===== config.mk =====
export PLATFORM = sky130hd
export DESIGN_NAME = mem_port_arbiter
export DESIGN_NICKNAME = d
export VERILOG_FILES = /design/src/rtl/rv32i_types.sv /design/src/rtl/mem_port_arbiter.sv
export SDC_FILE = /design/constraint.sdc
export NUM_CORES = 1
export LEC_CHECK = 0
export BUFFER_PORTS_ARGS = -buffer_cell sky130_fd_sc_hd__buf_2
export CAP_MARGIN = 40
export CORE_AREA = 2 2 107 109
export DETAILED_ROUTE_END_ITERATION = 12
export DIE_AREA = 0 0 109 111
export PLACE_DENSITY = 0.73
export REMOVE_ABC_BUFFERS = 1
export SLEW_MARGIN = 0
export SYNTH_ARGS = -nofsm -noshare
export SYNTH_HDL_FRONTEND = slang
export SYNTH_SLANG_ARGS = --single-unit
export TNS_END_PERCENT = 5

===== constraint.sdc =====
create_clock -name clk -period 2.6 [get_ports clk]
set_input_delay 0.78 -clock clk [delete_from_list [all_inputs] [get_ports clk]]
set_output_delay 0.78 -clock clk [all_outputs]
set_load 0.1 [all_outputs]

===== src/rtl/rv32i_types.sv =====
// Shared CPU types: arbiter state and the latched memory request bundle.
package rv32i_types;

   localparam int unsigned ArbAddrW = 32;
   localparam int unsigned ArbDataW = 32;
   localparam int unsigned ArbBeW   = ArbDataW / 8;

   typedef enum logic [1:0] {
      StIdle,
      StServeI,
      StServeD
   } arb_state_t;

   typedef struct packed {
      logic [ArbAddrW-1:0] addr;
      logic [ArbDataW-1:0] wdata;
      logic [ArbBeW-1:0]   be;
      logic                we;
   } arb_req_t;

endpackage


===== src/rtl/mem_port_arbiter.sv =====
// Shares one memory port between instruction fetch and data load/store.
// Data wins ties, bounded by a streak limit so fetch always makes progress.
module mem_port_arbiter
   import rv32i_types::*;
#(
   parameter int unsigned ADDR_W       = ArbAddrW,
   parameter int unsigned DATA_W       = ArbDataW,
   parameter int unsigned MAX_D_STREAK = 4
) (
   input  logic                clk,
   input  logic                rst,
   input  logic                i_read,
   input  logic [ADDR_W-1:0]   i_address,
   output logic                i_resp,
   output logic [DATA_W-1:0]   i_rdata,
   input  logic                d_read,
   input  logic                d_write,
   input  logic [ADDR_W-1:0]   d_address,
   input  logic [DATA_W-1:0]   d_wdata,
   input  logic [DATA_W/8-1:0] d_byte_enable,
   output logic                d_resp,
   output logic [DATA_W-1:0]   d_rdata,
   output logic                pmem_read,
   output logic                pmem_write,
   output logic [ADDR_W-1:0]   pmem_address,
   output logic [DATA_W-1:0]   pmem_wdata,
   output logic [DATA_W/8-1:0] pmem_byte_enable,
   input  logic                pmem_resp,
   input  logic [DATA_W-1:0]   pmem_rdata,
   output logic                protocol_err
);

   localparam int unsigned StreakW = $clog2(MAX_D_STREAK + 1);
   localparam logic [StreakW-1:0] StreakMax = StreakW'(MAX_D_STREAK);

   arb_state_t         state_q, state_d;
   arb_req_t           req_q, req_d;
   logic [StreakW-1:0] streak_q, streak_d;
   logic               err_q, err_d;
   logic               i_pend, d_pend;

   assign i_pend = i_read;
   assign d_pend = d_read | d_write;

   always_comb begin
      state_d  = state_q;
      req_d    = req_q;
      streak_d = streak_q;
      err_d    = 1'b0;
      unique case (state_q)
         StIdle: begin
            if (d_pend && (!i_pend || (streak_q < StreakMax))) begin
               state_d     = StServeD;
               req_d.addr  = ArbAddrW'(d_address);
               req_d.wdata = ArbDataW'(d_wdata);
               req_d.be    = ArbBeW'(d_byte_enable);
               // A read+write collision resolves to the write.
               req_d.we    = d_write;
               err_d       = d_read & d_write;
               if (!i_pend) begin
                  streak_d = '0;
               end else if (streak_q != StreakMax) begin
                  streak_d = streak_q + 1'b1;
               end
            end else if (i_pend) begin
               state_d     = StServeI;
               req_d.addr  = ArbAddrW'(i_address);
               req_d.wdata = '0;
               req_d.be    = '1;
               req_d.we    = 1'b0;
               streak_d    = '0;
            end
         end
         StServeI, StServeD: begin
            // Always drop back to idle: the bubble lets the served side deassert.
            if (pmem_resp) state_d = StIdle;
         end
         default: state_d = StIdle;
      endcase
   end

   always_ff @(posedge clk) begin
      if (!rst) begin
         state_q  <= StIdle;
         req_q    <= '0;
         streak_q <= '0;
         err_q    <= 1'b0;
      end else begin
         state_q  <= state_d;
         req_q    <= req_d;
         streak_q <= streak_d;
         err_q    <= err_d;
      end
   end

   always_comb begin
      pmem_read  = 1'b0;
      pmem_write = 1'b0;
      i_resp     = 1'b0;
      d_resp     = 1'b0;
      i_rdata    = '0;
      d_rdata    = '0;
      unique case (state_q)
         StServeI: begin
            pmem_read = 1'b1;
            i_resp    = pmem_resp;
            if (pmem_resp) i_rdata = pmem_rdata;
         end
         StServeD: begin
            pmem_read  = ~req_q.we;
            pmem_write = req_q.we;
            d_resp     = pmem_resp;
            if (pmem_resp) d_rdata = pmem_rdata;
         end
         default: ;
      endcase
   end

   assign pmem_address     = ADDR_W'(req_q.addr);
   assign pmem_wdata       = DATA_W'(req_q.wdata);
   assign pmem_byte_enable = (DATA_W / 8)'(req_q.be);
   assign protocol_err     = err_q;

endmodule


# [Word level (Yosys, flattened, before mapping)]
# Index checks and enable logic that the tools add are counted.
[op_classes] addsub=1 magnitude_cmp=1 eq_ne=6 muxes=17 bitwise=3 n_reduce_logical=10
[op_table] cell="$mux W69" count=2
[op_table] cell="$mux W32" count=3
[op_table] cell="$mux W3" count=4
[op_table] cell="$mux W2" count=3
[op_table] cell="$ne A3 B3 Y1 const B" count=2
[op_table] cell="$reduce_and A3 Y1" count=2
[op_table] cell="$pmux W2 S2" count=1
[op_table] cell="$reduce_and A2 Y1" count=2
[op_table] cell="$add A3 B1 Y3 const B" count=1
[op_table] cell="$lt A3 B3 Y1 const B" count=1
[op_table] cell="$mux W1" count=3
[op_table] cell="$ne A3 B2 Y1 const B" count=1
[op_table] cell="$eq A2 B1 Y1 const B" count=1
[op_table] cell="$eq A2 B2 Y1 const B" count=1
[op_table] cell="$logic_not A2 Y1" count=1
[op_table] cell="$ne A2 B2 Y1 const B" count=1
[op_table] cell="$pmux W1 S2" count=1
[op_table] cell="$reduce_bool A2 Y1" count=1
[op_table] cell="$reduce_or A2 Y1" count=1
[op_table] cell="$and A1 B1 Y1" count=1
[op_table] cell="$logic_and A1 B1 Y1" count=1
[op_table] cell="$logic_not A1 Y1" count=1
[op_table] cell="$logic_or A1 B1 Y1" count=1
[op_table] cell="$not A1 Y1" count=1
[op_table] cell="$or A1 B1 Y1" count=1
[word_totals] ff_bits=75 output_inout_bits=137

# [Logic depth before layout (Yosys ltp)]
# Gate-level depths: netlist of the first run.
[depth] word_depth=5 depth_mapped=7 ltp_nobuf=5

# [Worst setup path after synthesis of the first run]
# Ideal clock, no wire load.
[synth_timing] path_kind="input -> output" startpoint="input pmem_resp" endpoint="output d_rdata[14]" arrival_ns=2.002 slack_ns=-0.182 path_stages=3 n_path_buf=2 path_cell_list="clkbuf_1 clkbuf_1 and3_1"
[synth_between] elab_chain_len=2
[synth_lines] element="start: declaration" line_no="mem_port_arbiter.sv:28" text="input logic pmem_resp,"
[synth_lines] element="$mux W32" line_no="mem_port_arbiter.sv:113" text="if (pmem_resp) d_rdata = pmem_rdata;"
[synth_lines] element="$mux W32" line_no="mem_port_arbiter.sv:103" text="unique case (state_q)"
[synth_lines] element="end: declaration" line_no="mem_port_arbiter.sv:22" text="output logic [DATA_W-1:0] d_rdata,"
# No other way between the ends.

# [Worst setup path after layout of the first run]
[layout_timing] startpoint="register state_q[1]" endpoint="output i_rdata[23]"
[layout_between] elab_chain_len=2
[layout_lines] element="start: declaration" line_no="mem_port_arbiter.sv:36" text="arb_state_t state_q, state_d;"
[layout_lines] element="start signal: assignment" line_no="mem_port_arbiter.sv:84" text="state_q <= StIdle;"
[layout_lines] element="start signal: assignment" line_no="mem_port_arbiter.sv:89" text="state_q <= state_d;"
[layout_lines] element="$eq A2 B1 Y1" line_no="mem_port_arbiter.sv:103"
[layout_lines] element="$mux W32" line_no="mem_port_arbiter.sv:103"
[layout_lines] element="end: declaration" line_no="mem_port_arbiter.sv:15" text="output logic [DATA_W-1:0] i_rdata,"
# No other way between the ends.

==> summary.txt, run 1 <==
Yosys
  • Post-Syn Area: between 4000 and 5000 µm²
  • Yosys Warn Count: 0
  • Post-synth EDFFs: 0
  • Most instantiated library cell after synthesis: dfxtp_1
  • Post-synth top area share: a little over a third
  • Synth Area per Inst: between 8 and 9 µm²
  • FF+latch count, synth: 75
  • Commonest cells post-synth: dfxtp_1 (75), buf_4 (70), nand2_1 (69)
  • Netlist cell types: 32
  • Synth Instances: approximately 500
  • Ys flop type: dfxtp_1
  • Leading area contributor after synthesis: dfxtp_1
  • Ranking of synthesized cells by area: dfxtp_1 (36%), buf_4 (13%), and3_1 (9.7%)
  • Sequential area share after synthesis: 36.5%
  • FFs w/ async S/R, synth: 0%

Detailed routing
  • Drt first pass iters: 4
  • WL per Instance: roughly 15 µm
  • Residual DRC count: 0
  • Routed Antenna Nets: 0
  • Initial drt markers: around 300
  • Final WL: between 10 and 15 mm
  • Via Count: around 4100
  • DR vias/cell: a little over 5

Floorplan
  • Initial Util: 37.2%
  • Die Y: roughly 110 µm
  • Die ar.: 12100 µm²
  • Number of top-level pins: between 200 and 300
  • Site Rows: 39
  • Core outline area: between 10000 and 15000 µm²
  • Chip width: 109 µm

Clock tree
  • Clk root buf: clkbuf_16
  • Clk_lat worst skew: 330 ps
  • Setup bufs post-CTS: 0
  • Post-CTS Hold Fix Bufs: 0
  • Inserted Clock Buffers: 9
  • Clock-pin slew on the worst setup and hold paths: approximately 60 ps
  • CTS Buffer Depth: 2
  • CTS H-tree depth: 3
  • # resized after CTS: 0
  • CTS tree: yes
  • Sink Count: 75

Global routing
  • Initial antenna violation count: 2
  • Vias in the first global route: around 3900
  • First-pass GRT wire length: 19.4 mm
  • Largest net degree at the start of global routing: slightly below 70
  • Met1 GRT Util: 20.6%
  • All-Layer GR Usage: between 20% and 30%
  • Grt total ovfl: 0
  • Most used routing layer: met2
  • Met2 usage: between 30 and 40%
  • Global-route met3 utilization: under 10%

Setup path
  • CP Capture Type: output pin
  • WP buf/inv: 3
  • R2R cell count: 5
  • R2r endpoint: pmem_byte_enable[2]$_SDFFE_PN0P_
  • Setup CP Type: reg -> out
  • Slowest Stage Delay on Critical Path: approximately 320 ps
  • Worst path cell trace: inv_1 -> ha_1 -> buf_4 -> and3_1 -> buf_12
  • RR Startpoint: state_q[1]$_SDFFE_PN0P_
  • CP max-delay cell: dfxtp_1
  • Delay-heaviest family, CP: buffers and inverters
  • Required @ worst endpoint: approximately 1800 ps
  • Critical-path maximum fanout: 33
  • Type of origin of the critical path: register
  • FF-to-FF setup slack: 760 ps
  • Crit path DAT: approximately 1600 ps

Cells and area
  • Core Util, Final: between 50% and 60%
  • Share of post-route cells with drive strength above 1: a little under half
  • Finished Cell Area: 6410 µm²
  • Nets: 816
  • Final-layout fill cell count: slightly above 900
  • Fin cells: just over 800
  • Layout Area Growth over Synthesis: 55.6%

Timing
  • Final worst-path cycle share: between 90 and 100%
  • Slew Limit Headroom: a little over three fifths
  • Final Hold Viols: 0
  • Worst Hold Margin: roughly 480 ps
  • Skew final: roughly 7.5 ps
  • Setup TNS: 0 ps
  • Final worst setup slack: around 180 ps
  • RSZ-0062 raised after global routing: false
  • FMAX: about 410 MHz
  • Actual slew at the worst max-slew pin: between 500 and 600 ps
  • Final min period: around 2400 ps
  • Slew Viols, Final: 0
  • Finish-stage setup viols: 0

Pwr
  • VDD IR max: between 400 and 500 µV
  • Tot Pwr: just over 5 mW
  • Leakage: roughly 3.1 nW
  • Power per cell area: 787 nW/µm²

Placed design
  • DP Cell Count: 805
  • Placed Area: between 6000 and 7000 µm²
  • Post-DP HPWL: 9.65 mm
  • Placement Setup Slack: roughly 300 ps
  • Input/output buffers: 274
  • Routability congestion estimate: roughly 0.82

Status
  • Status: complete, no violations

Job
  • Max Cap Viol: 0

Worst hold path
  • Hold_sp: streak_q[0]$_SDFFE_PN0P_
  • Hold Path End: streak_q[0]$_SDFFE_PN0P_
  • Hold crit path type: reg -> reg
  • Cells on Worst Hold Path: 2
[layout make-up]
class                   count  area (µm²)  area share [%]
multi-input cells         298        1840            28.7
diodes                      2        5.00          0.0781
inverters                   4        15.0           0.234
clock buffers              10         229            3.57
well taps                 143         179            2.79
flip-flops and latches     75        1500            23.4
clock inverters             6         114            1.78
repair buffers            285        2520            39.4
[state kept, by name, indices dropped and copies added, names as in the netlist]
name              cells
pmem_byte_enable      4
req_q                 1
pmem_wdata           32
state_q               2
pmem_address         32
streak_q              3
protocol_err          1
[logic make-up (layout without fill, tap and decap cells)]
group | count (synthesis) | count (layout) | share of synthesized area, %
and+or+nand+nor | 180 | 180 | 23.1
buffers and inverters | 119 | 305 | 18.9
AOI/OAI and AO/OA | 113 | 113 | 20.0
DFF | 75 | 75 | 36.5
adders and majority gates | 5 | 5 | 1.52
other | 0 | 2 | 0
[power breakdown]
| part | total, mW | switching [mW] | internal [mW] | leakage, nW |
|---|---|---|---|---|
| clock | 1.42 | 0.477 | 0.939 | 0.159 |
| sequential | 1.37 | 0.0774 | 1.30 | 0.621 |
| combinational | 2.25 | 1.73 | 0.521 | 2.33 |
[layer usage]
metal | routed length (µm) | up-vias
met1 | 4580 | 1910
met4 | 293 | 0
met3 | 1110 | 21
met2 | 6660 | 174
li1 | - | 2036
met5 | 0 | -
[worst reg2reg max path, delay by kind of cell, from the launching register on]
family,cells,cell delay [ps]
simple gates,1,270
buf+inv,1,80
flops,1,320
compound gates,2,770
fa+ha+maj,1,290
[cells in the final DEF (no fill, tap or decap), types with 2 or more instances in the layout]
cell type,n
nand2_1,69
buf_2,206
buf_12,72
and3_1,64
clkinvlp_4,2
bufinv_16,3
o21ai_0,18
o21a_1,2
nor2b_1,35
nand4_1,2
o21ai_1,14
a21boi_2,3
clkbuf_16,9
diode_2,2
inv_1,4
and2_1,3
buf_4,7
dfxtp_1,75
nand2_2,2
ha_1,5
a31oi_1,32
a32oi_1,33
o221a_1,4
[worst max path at each step]
stage | start | endpoint | slack (ps) | cells after the start
2_1_floorplan | state_q[0]$_SDFFE_PN0P_ | pmem_read | 20 | 4
3_3_place_gp | i_read | pmem_address[3]$_SDFFE_PN0P_ | 260 | 4
3_5_place_dp | pmem_resp | i_rdata[23] | 300 | 4
4_1_cts | state_q[0]$_SDFFE_PN0P_ | pmem_read | 160 | 6
5_1_grt | state_q[1]$_SDFFE_PN0P_ | i_rdata[23] | 50 | 5
6_report | state_q[1]$_SDFFE_PN0P_ | i_rdata[23] | 180 | 5
(Power assumes the default switching activity.)
==> run 2, diff against run 1 <==
--- a/config.mk
+++ b/config.mk
@@ -5,12 +5,11 @@
 export SDC_FILE = /design/constraint.sdc
 export NUM_CORES = 1
 export LEC_CHECK = 0
-export BUFFER_PORTS_ARGS = -buffer_cell sky130_fd_sc_hd__buf_2
 export CAP_MARGIN = 40
 export CORE_AREA = 2 2 107 109
 export DETAILED_ROUTE_END_ITERATION = 12
 export DIE_AREA = 0 0 109 111
-export PLACE_DENSITY = 0.73
+export DONT_BUFFER_PORTS = 1
 export REMOVE_ABC_BUFFERS = 1
 export SLEW_MARGIN = 0
 export SYNTH_ARGS = -nofsm -noshare
==> summary.txt, run 2 (synthesized netlist as in run 1, its figures left out) <==
Status
  • Status: complete, no violations

Floorplan
  • Site Rows: 39 (unchanged)
  • Core outline area: 11100 µm² (unchanged)
  • Die Y: 111 µm (unchanged)
  • Chip width: 109 µm (unchanged)
  • Die ar.: 12100 µm² (unchanged)
  • Initial Util: 37.2% (unchanged)
  • Number of top-level pins: 275 (unchanged)

Cells and area
  • Multi-input logic area: 1840 µm² (unchanged)
  • # diodes: 0 (-2)
  • Final-layout fill cell count: 993 (+6.3%)
  • Most frequent cells in the layout: buf_4 (76), dfxtp_1 (75), buf_12 (70)
  • Share of post-route cells with drive strength above 1: 31.5% (-14 points)
  • Layout Area Growth over Synthesis: 42.1%
  • Nets: 677 (-17%)
  • FF+latch area: 1500 µm² (unchanged)
  • Finished Cell Area: 5850 µm² (-8.7%)
  • Commonest non-fill, non-tap cell in the layout: buf_4
  • Core Util, Final: 52.8% (-5.0 points)

Clock tree
  • CTS Buffer Depth: 2 (unchanged)
  • CTS H-tree depth: 3 (unchanged)
  • Clk_lat worst skew: 330 ps (about the same)
  • Setup bufs post-CTS: 0 (unchanged)
  • Sink Count: 75 (unchanged)
  • Post-CTS Hold Fix Bufs: 0 (unchanged)
  • Clk root buf: clkbuf_16
  • # resized after CTS: 0 (unchanged)
  • Clock-pin slew on the worst setup and hold paths: 60 ps (about the same)
  • CTS tree: yes
  • Inserted Clock Buffers: 9 (unchanged)

Timing
  • Slew Viols, Final: 0 (unchanged)
  • Final Hold Viols: 0 (unchanged)
  • Final worst-path cycle share: 95.2% (+2.2 points)
  • Worst Hold Margin: 490 ps (+11.1 ps)
  • Slew Limit Headroom: 68.1% (+5.4 points)
  • Setup TNS: 0 ps (unchanged)
  • Skew final: 4.00 ps (-3.46 ps)
  • Finish-stage setup viols: 0 (unchanged)
  • Final min period: 2480 ps (+58.2 ps)
  • RSZ-0062 raised after global routing: false
  • Actual slew at the worst max-slew pin: 479 ps (-80.7 ps)
  • FMAX: 404 MHz (-2.3%)

Detailed routing
  • Routed Antenna Nets: 0 (unchanged)
  • Via Count: 3618 (-13%)
  • Drt first pass iters: 4 (unchanged)
  • Residual DRC count: 0 (unchanged)
  • Final WL: 11.5 mm (-9.2%)
  • DR vias/cell: 5.30 (+5.4%)
  • WL per Instance: 16.8 µm (+9.6%)
  • Initial drt markers: 289 (-2.4%)

Setup path
  • Setup CP Type: reg -> out
  • Critical-path maximum fanout: 26 (-21%)
  • Crit path DAT: 1700 ps (+60 ps)
  • CP startpoint: state_q[0]$_SDFFE_PN0P_
  • RR Startpoint: state_q[0]$_SDFFE_PN0P_
  • Required @ worst endpoint: 1820 ps (about the same)
  • Type of origin of the critical path: register
  • CP Capture Type: output pin

Pwr
  • Clock power share: 28.4% (+0.3 points)
  • Leakage: 2.57 nW (-17%)
  • Switch share: 44.4% (-0.90 points)
  • VDD IR max: 548 µV (+21%)
  • Switching pwr: 2.20 mW (-3.5%)
  • Tot Pwr: 4.96 mW (-1.6%)
  • P_int: 2.76 mW (about the same)
  • Power per cell area: 848 nW/µm² (+7.8%)
  • Seq pwr share: 27.0% (-0.2 points)
  • Logic pwr share: 44.6% (about the same)

Global routing
  • Largest net degree at the start of global routing: 77 (+13%)
  • Vias in the first global route: 3447 (-12%)
  • Grt total ovfl: 0 (unchanged)
  • All-Layer GR Usage: 18.2% (-2.0 points)
  • First-pass GRT wire length: 17.5 mm (-9.8%)
  • Initial antenna violation count: 0 (-2)

Worst hold path
  • Hold_sp: streak_q[0]$_SDFFE_PN0P_
  • Hold crit path type: reg -> reg

Placed design
  • Routability congestion estimate: 0.825 (+0.39%)
  • Post-DP HPWL: 8.82 mm (-8.6%)
  • Input/output buffers: 0 (-100%)
  • Placed Area: 5510 µm² (-9.1%)

Job
  • Max Cap Viol: 0 (unchanged)
run 2: path summary, 6_finish.rpt:
check                                endpoint  slack, ps  cells past startpoint
max                                d_rdata[3]        120                      5
min reg2reg          streak_q[0]$_SDFFE_PN0P_        490                      2
min                  streak_q[0]$_SDFFE_PN0P_        490                      2
max reg2reg  pmem_byte_enable[1]$_SDFFE_PN0P_        720                      6
run 2: final cells by class:
| cell class | count | share of cell area [%] |
|---|---|---|
| clock buffer | 10 | 3.92 |
| tap | 143 | 3.06 |
| sequential | 75 | 25.7 |
| inverter | 4 | 0.257 |
| multi-input combinational | 298 | 31.4 |
| timing repair buffer | 146 | 33.7 |
| clock inverter | 6 | 1.95 |
run 2: routing by layer:
layer	vias up	wire length [µm]	track usage, %
met5	-	0	0
met4	0	237	7.01
met3	16	1060	4.59
met2	196	6080	33.4
met1	1654	4090	19.6
li1	1752	-	-
run 2: critical path, cell delays in order, from the launching register on:
cell and delay, ps:
dfxtp_1 320, inv_1 80, ha_1 360, buf_12 190, and3_1 220, buf_12 190
run 2: power by group through the flow:
| stage | clock, mW | sequential (mW) | combinational [mW] |
|---|---|---|---|
| after CTS | 1.44 | 1.34 | 2.22 |
| after floorplan | 0 | 2.36 | 0.660 |
| after global placement | 0 | 1.36 | 2.18 |
| after global routing | 1.49 | 1.35 | 2.30 |
| after detailed placement | 0 | 1.36 | 2.22 |
| final | 1.41 | 1.34 | 2.21 |
run 2: through the flow:
step | setup WS, ps | instances
global route | 33.2 | 682
finish | 124 | 682
detailed placement | 469 | 666
floorplan | 24.7 | 377
CTS | 90.1 | 682
global placement | 515 | 665
